## config.mk

```make
export PLATFORM = sky130hd
export DESIGN_NAME = eva_ahb_regbank
export DESIGN_NICKNAME = d
export VERILOG_FILES = /design/src/rtl/eva_ahb_regbank.sv
export SDC_FILE = /design/constraint.sdc
export NUM_CORES = 1
export LEC_CHECK = 0
export CORE_MARGIN = 2
export CORE_UTILIZATION = 40
export DETAILED_ROUTE_END_ITERATION = 12
export PLACE_DENSITY = 0.66
export SYNTH_ARGS = -nofsm -noshare
export SYNTH_HDL_FRONTEND = slang
export SYNTH_SLANG_ARGS = --single-unit
```

## constraint.sdc

```tcl
create_clock -name hclk -period 5.4 [get_ports hclk]
set_input_delay 1.08 -clock hclk [delete_from_list [all_inputs] [get_ports hclk]]
set_output_delay 1.08 -clock hclk [all_outputs]
set_load 0.02 [all_outputs]
```

## src/rtl/eva_ahb_regbank.sv

```systemverilog
// eva_ahb_regbank: AHB-Lite slave register bank with a down-counting timer
// and a maskable, registered interrupt vector.
//
// Ports:
//   hclk        clock, all logic on posedge
//   rst_n       synchronous active-low reset
//   htrans      transfer type; htrans[1]=1 (NONSEQ/SEQ) starts a transfer
//   hwrite      1 = write
//   haddr       byte address; block selected when haddr[31:8] == BASE_ADDR[31:8]
//   hsize       transfer size; only word (3'b010) is legal
//   hwdata      write data, valid in the data phase
//   hready_in   bus-level ready, qualifies the address phase
//   hready_out  slave ready; 0 extends the data phase
//   hresp       2'b00 OKAY, 2'b01 ERROR
//   hrdata      read data, non-zero only on the completing cycle of a read
//   interrupt   registered INT_RAW & INT_MASK
//   dbg_state   data-phase FSM state (IDLE=0, WAIT=1, ERR1=2, ERR2=3)
//
// Handshake: an address phase is taken on a clock edge where hready_in=1,
// htrans[1]=1, the address hits this block and the FSM is in IDLE. Its data
// phase then runs until a cycle with hready_out=1; that cycle's edge is the
// completion edge (write data committed, read data sampled by the master),
// and a following address phase may be taken on that same edge.

module eva_ahb_regbank #(
  parameter logic [31:0] BASE_ADDR   = 32'h0000_0000,
  parameter int unsigned WAIT_STATES = 0,
  parameter logic [31:0] ID_VALUE    = 32'hEFA0_0001
) (
  input  logic        hclk,
  input  logic        rst_n,
  input  logic [1:0]  htrans,
  input  logic        hwrite,
  input  logic [31:0] haddr,
  input  logic [2:0]  hsize,
  input  logic [31:0] hwdata,
  input  logic        hready_in,
  output logic        hready_out,
  output logic [1:0]  hresp,
  output logic [31:0] hrdata,
  output logic [31:0] interrupt,
  output logic [1:0]  dbg_state
);

  localparam logic [1:0] WS = 2'(WAIT_STATES);

  localparam logic [2:0] IDX_SCRATCH = 3'd0;
  localparam logic [2:0] IDX_CTRL    = 3'd1;
  localparam logic [2:0] IDX_LOAD    = 3'd2;
  localparam logic [2:0] IDX_COUNT   = 3'd3;
  localparam logic [2:0] IDX_INT_RAW = 3'd4;
  localparam logic [2:0] IDX_INT_SET = 3'd5;
  localparam logic [2:0] IDX_MASK    = 3'd6;
  localparam logic [2:0] IDX_ID      = 3'd7;

  typedef enum logic [1:0] {
    ST_IDLE = 2'd0,
    ST_WAIT = 2'd1,
    ST_ERR1 = 2'd2,
    ST_ERR2 = 2'd3
  } state_t;

  state_t      state_q, state_d;
  logic [1:0]  wait_q, wait_d;
  logic        done_q, done_d;   // current cycle completes an OKAY data phase
  logic        wr_q;
  logic [2:0]  idx_q;

  logic        sel, accept, err_a;

  logic [31:0] scratch_q, load_q, count_q, count_d, raw_q, raw_d, mask_q, irq_q;
  logic [1:0]  ctrl_q;
  logic [31:0] rd_val, w1c_bits, set_bits;
  logic        wr_en, hw_set;

  // Address bits below word granularity and htrans[0] carry no meaning here.
  logic        unused_bits;
  assign unused_bits = ^{haddr[1:0], htrans[0]};

  assign sel    = (haddr[31:8] == BASE_ADDR[31:8]);
  assign accept = hready_in & htrans[1] & sel & (state_q == ST_IDLE);

  always_comb begin
    err_a = 1'b0;
    if (haddr[7:5] != 3'b000) err_a = 1'b1;                  // unmapped offset
    if (hsize != 3'b010) err_a = 1'b1;                        // non-word size
    if (hwrite && (haddr[4:2] == IDX_COUNT || haddr[4:2] == IDX_ID)) err_a = 1'b1;
    if (!hwrite && haddr[4:2] == IDX_INT_SET) err_a = 1'b1;   // write-only reg
  end

  // Data-phase FSM: state register
  always_ff @(posedge hclk) begin
    if (!rst_n) begin
      state_q <= ST_IDLE;
      wait_q  <= 2'd0;
      done_q  <= 1'b0;
      wr_q    <= 1'b0;
      idx_q   <= 3'd0;
    end else begin
      state_q <= state_d;
      wait_q  <= wait_d;
      done_q  <= done_d;
      if (accept) begin
        wr_q  <= hwrite;
        idx_q <= haddr[4:2];
      end
    end
  end

  // Data-phase FSM: next state and bus response
  always_comb begin
    state_d    = state_q;
    wait_d     = wait_q;
    done_d     = 1'b0;
    hready_out = 1'b1;
    hresp      = 2'b00;
    case (state_q)
      ST_IDLE: begin
        if (accept) begin
          if (err_a) begin
            state_d = ST_ERR1;
          end else if (WS != 2'd0) begin
            state_d = ST_WAIT;
            wait_d  = WS;
          end else begin
            done_d  = 1'b1;
          end
        end
      end
      ST_WAIT: begin
        hready_out = 1'b0;
        if (wait_q == 2'd1) begin
          state_d = ST_IDLE;
          wait_d  = 2'd0;
          done_d  = 1'b1;
        end else begin
          wait_d  = wait_q - 2'd1;
        end
      end
      ST_ERR1: begin
        hready_out = 1'b0;
        hresp      = 2'b01;
        state_d    = ST_ERR2;
      end
      ST_ERR2: begin
        hresp   = 2'b01;
        state_d = ST_IDLE;
      end
      default: state_d = ST_IDLE;
    endcase
  end

  assign dbg_state = state_q;

  // Only OKAY phases ever reach done_q, so errored writes cannot commit.
  assign wr_en = done_q & wr_q;

  always_comb begin
    rd_val = '0;
    case (idx_q)
      IDX_SCRATCH: rd_val = scratch_q;
      IDX_CTRL:    rd_val = {30'd0, ctrl_q};
      IDX_LOAD:    rd_val = load_q;
      IDX_COUNT:   rd_val = count_q;
      IDX_INT_RAW: rd_val = raw_q;
      IDX_INT_SET: rd_val = '0;
      IDX_MASK:    rd_val = mask_q;
      IDX_ID:      rd_val = ID_VALUE;
      default:     rd_val = '0;
    endcase
  end

  assign hrdata = (done_q && !wr_q) ? rd_val : 32'd0;

  // Timer and interrupt-status next values. A LOAD write overrides the
  // decrement; sets (timer or INT_SET) are ORed in after the W1C clear.
  always_comb begin
    count_d = count_q;
    hw_set  = 1'b0;
    if (wr_en && idx_q == IDX_LOAD) begin
      count_d = hwdata;
    end else if (ctrl_q[0] && count_q != 32'd0) begin
      count_d = count_q - 32'd1;
      hw_set  = (count_q == 32'd1);
    end else if (ctrl_q[0] && ctrl_q[1]) begin
      count_d = load_q;                      // expired with auto-reload
    end
    w1c_bits = (wr_en && idx_q == IDX_INT_RAW) ? hwdata : 32'd0;
    set_bits = (wr_en && idx_q == IDX_INT_SET) ? hwdata : 32'd0;
    raw_d    = (raw_q & ~w1c_bits) | set_bits | {31'd0, hw_set};
  end

  always_ff @(posedge hclk) begin
    if (!rst_n) begin
      scratch_q <= '0;
      ctrl_q    <= '0;
      load_q    <= '0;
      count_q   <= '0;
      raw_q     <= '0;
      mask_q    <= '0;
      irq_q     <= '0;
    end else begin
      if (wr_en && idx_q == IDX_SCRATCH) scratch_q <= hwdata;
      if (wr_en && idx_q == IDX_CTRL)    ctrl_q    <= hwdata[1:0];
      if (wr_en && idx_q == IDX_LOAD)    load_q    <= hwdata;
      if (wr_en && idx_q == IDX_MASK)    mask_q    <= hwdata;
      count_q <= count_d;
      raw_q   <= raw_d;
      irq_q   <= raw_q & mask_q;
    end
  end

  assign interrupt = irq_q;

endmodule

```

* After elaboration in Yosys (flattened, before gate mapping)
Cells that the tools add are included.
Word-level totals: bits in registers 203, input bits 73, output and inout port bits 69, logic and storage cells 89
Operators by class: add/sub/neg operators 2, eq/ne operators 19, multiplexer cells 24, bitwise gates (word level) 9, reduce and logical (&&, ||, !) cells 23
Operator list (count):
- $pmux W32 S8 | 1
- $mux W32 | 6
- $and A32 B32 Y32 | 2
- $eq A32 B1 Y1 const B | 1
- $not A32 Y32 | 1
- $or A32 B1 Y32 | 1
- $or A32 B32 Y32 | 1
- $reduce_bool A32 Y1 | 1
- $sub A32 B1 Y32 const B | 1
- $logic_not A24 Y1 | 1
- $eq A3 B3 Y1 const B | 6
- $logic_and A1 B1 Y1 | 11
- $mux W1 | 11
- $eq A3 B2 Y1 const B | 3
- $mux W2 | 4
- $pmux W2 S4 | 1
- $ne A2 B2 Y1 const B | 3
- $reduce_bool A3 Y1 | 2
- $and A1 B1 Y1 | 4
- $eq A2 B1 Y1 const B | 2
- $eq A2 B2 Y1 const B | 2
- $reduce_or A2 Y1 | 2
- $eq A3 B1 Y1 const B | 1
- $logic_not A3 Y1 | 1
- 7 further kinds | 8

* Depth between registers and ports, before layout
depth after elaboration 8, depth in mapped cells 10, mapped depth without buffers 8

* Least setup slack after synthesis
Ideal clock, no wire load.
path type register to output, start register idx_q[0], end output hrdata[27], data arrival time 2.395 ns, required time 4.320 ns, path slack 1.925 ns, cell stages (with the launch flop) 6, buffers on the path 3, cells stage by stage dfxtp_1 > clkbuf_1 > buf_2 > clkbuf_1 > a211oi_1 > a2111oi_0
On the way: cells in the longest elaborated chain, start to end 3, elaborated cells between the ends (all ways) 10, classes of those cells eq/ne (7); mux (2); reduce/logical (1)
Ends and longest elaborated chain:
- start, declared | line 67 | logic [2:0] idx_q;
- start signal, assigned | line 105 | idx_q <= haddr[4:2];
- $eq A3 B3 Y1, or another cell as far along | line 160 | case (idx_q)
- $pmux W32 S8 (*) | line 160
- $mux W32 (*) | line 173 | assign hrdata = (done_q && !wr_q) ? rd_val : 32'd0;
- end, declared | line 40 | output logic [31:0] hrdata,
Mark *: on every way between the ends. The rest lies on a longest branch, timed or not.

* Worst setup path in the final report
start register idx_q[0], end output hrdata[0]
The elaborated chain is that of the path after synthesis.

==> results_dict.tcl <==
set metrics [dict create \
    outcome "finished clean" \
    ctsHoldBuffers 0 \
    synth_most_common_cell "nand2_1" \
    area_growth_pct 23.0 \
    synthArstFlopShare_pct 0 \
    yosys_most_used_dff "dfxtp_1" \
    antenna_cells 0 \
    path_clk_slew_ns 0.06 \
    gp_congestion 0.829 \
    die_area_um2 25900 \
    critPathSlowestCell "clkdlybuf4s50_1" \
    critPathKind "reg -> out" \
    fmax_mhz 227 \
    yosys_warnings 0 \
    post-route-util_pct 49.9 \
    io_buffers 137 \
    viasPerCell 5.76 \
    yosys.area.top_type "dfxtp_1" \
    met3_usage_pct 3.25 \
    syn_inst 1254 \
    rsz0062_at_grt "false" \
    ant_nets 0 \
    synth_edf_count 0 \
    htreeDepth 1 \
    placementRows 57 \
    tns_ns 0 \
    hold_violations 0 \
    clk_latency_ns 0.52 \
    drive_above_1_share_pct 7.25 \
    ys_seq_elements 203 \
    grt_pass1_wl_um 49600 \
    first_pass_iters 7 \
    clock_skew_ns 0.0218 \
    num_vias 9649 \
    drc 0 \
    grt_max_degree 60 \
    clock_sinks 203 \
    power.density_nw_per_um2 263 \
    avgSynthCellArea_um2 7.85 \
    busiest_layer "met2" \
    core-area_um2 24200 \
    dpl.hpwl_um 20200 \
    yosysSeqAreaShare_pct 41.3 \
    drt-total-wl_um 31700 \
    cpPeakStageDelay_ns 0.72 \
    clockBufferDepth 3 \
    cap_viol_max_count 0 \
    period_share_pct 81.6 \
    grt_util_all_layers_pct 23.7 \
    endpoint_kind "primary output" \
    p_leak_nw 4.25 \
    cts-root-buf "clkbuf_16" \
    fin_crit_ns 4.41 \
    grtUsageMet2_pct 37.5 \
    final_max_slew_viol_count 0 \
    postCtsSetupBuffers 0 \
    relSlewSlack_pct 26.5 \
    synth_top_area_share_pct 41.3 \
    cp-start-kind "register" \
    io_pins 142 \
    fp.dieW_um 161 \
    path_cells "buf_4 > nand2_1 > a221oi_1 > a21oi_1 > nor3_1 > clkdlybuf4s50_1" \
    irDropWorstVdd_mv 0.209 \
    crit_fanout 42 \
    die_h_um 161 \
    grt_pass1_vias 9038 \
    cts_tree "built" \
    synth.distinct_cells 74 \
    crit_required_ns 4.32 \
    nNetsFinal 1417 \
    synth_common_cells "nand2_1 (257), dfxtp_1 (203), a21oi_1 (142)" \
    first_iter_violations 803 \
    antenna_found_initial 0 \
    synthTopCellsByArea "dfxtp_1 (41%), nand2_1 (9.8%), a21oi_1 (7.2%), nor2_1 (4.8%), mux2i_1 (3.7%)" \
    initial_core_util_pct 40.6 \
    arrival_ns 3.33 \
    cts_resized 0 \
    wire_per_inst_um 18.9 \
    syn_area_um2 9840 \
    gr-total-overflow 0 \
    setup_viol 0 \
    worst_pin_slew_ns 1.10 \
    cts_buffers 22 \
    hold_class "reg -> reg" \
    synth_nets 1335 \
    gr-usage-met1_pct 32.8 \
]
-- state kept, by name, summed over array words and instances (netlist names) --
| name | count |
|---|---|
| count_q | 32 |
| interrupt | 32 |
| load_q | 32 |
| mask_q | 32 |
| raw_q | 32 |
| scratch_q | 32 |
| idx_q | 3 |
| ctrl_q | 2 |
| dbg_state | 2 |
| wait_q | 2 |
| done_q | 1 |
| wr_q | 1 |
-- placed cells by master (no fill, tap or decap), drive strengths merged, types with 4 or more instances in the layout --
master         count
nor3b             16
mux2i             36
nand3             14
o22ai              9
clkinv             7
ha                 8
o221ai             8
o211a              8
o22a              12
nor3              38
o21a               9
a21oi            143
clkdlybuf4s50    136
clkbuf            30
dfxtp            203
xnor2             10
a211oi             8
nor2             127
and3              35
or3                9
or4                6
buf               19
inv               24
nand4              7
o211ai             7
a2bb2oi            4
nand2            258
a222oi             9
a22oi             32
a31oi              5
mux2              14
nor4              14
o21ai             36
-- critical path: cells and delay by family (launching register included) --
family,cells,cell delay [ns]
AND/OR/NAND/NOR,2,0.61
flip-flops,1,0.50
buffers and inverters,2,1.27
AO/OA/AOI/OAI,2,0.41
-- cell families after synthesis --
logic type | after synthesis | share of synthesized area [%]
AOI/OAI and AO/OA | 321 | 21.2
muxes | 50 | 5.27
xor gates and xnor gates | 13 | 1.16
DFF | 203 | 41.3
adders and majority gates | 8 | 1.02
and+or+nand+nor | 537 | 24.9
buffers and inverters | 121 | 5.15
other | 1 | 0.0381
-- path summary, 6_finish.rpt --
check             slack [ns]                   endpoint  cells after the start                       from
hold reg to reg         0.45  scratch_q[8]$_SDFFE_PN0P_                      2  scratch_q[8]$_SDFFE_PN0P_
setup / recovery        0.99                  hrdata[0]                      6      idx_q[0]$_SDFFE_PN0P_
hold / removal          0.45  scratch_q[8]$_SDFFE_PN0P_                      2  scratch_q[8]$_SDFFE_PN0P_
setup reg to reg        2.03   count_q[13]$_SDFFE_PN0P_                      6    count_q[4]$_SDFFE_PN0P_
-- where the power goes --
part / switching [mW] / total [mW] / internal (mW)
Clock: 0.635 / 1.50 / 0.869
Combinational: 0.0919 / 0.170 / 0.0784
Sequential: 0.00470 / 1.51 / 1.50
Total: 0.731 / 3.18 / 2.45
-- routing by layer --
layer	up-vias	part of all wire, %
met2	397	44
met1	4594	45
li1	4586	-
met5	-	0
met4	0	3.4
met3	72	7.2
-- layout make-up --
cell class	count	area, um^2
clock buffers	30	631
clock inverters	9	87.6
fillers	2356	12100
inverters	24	92.6
multi-input cells	930	5300
flip-flops and latches	203	4070
well taps	324	405
repair buffers	155	1510
-- through the flow --
| step | std cells | setup slack [ns] | power, mW | area (um^2) | hold slack, ns |
|---|---|---|---|---|---|
| final | 1675 | 0.993 | 3.18 | 12100 | 0.449 |
| after global routing | 1675 | 0.903 | 3.26 | 12100 | 0.469 |
| after CTS | 1675 | 1.08 | 3.20 | 12100 | 0.450 |
| after detailed placement | 1636 | 1.63 | 1.71 | 11400 | 0.442 |
| after global placement | 1636 | 1.60 | 1.71 | 11400 | 0.437 |
| after floorplan | 1254 | 1.93 | 1.60 | 9840 | 0.432 |
Power figures use the tool's default switching activity.
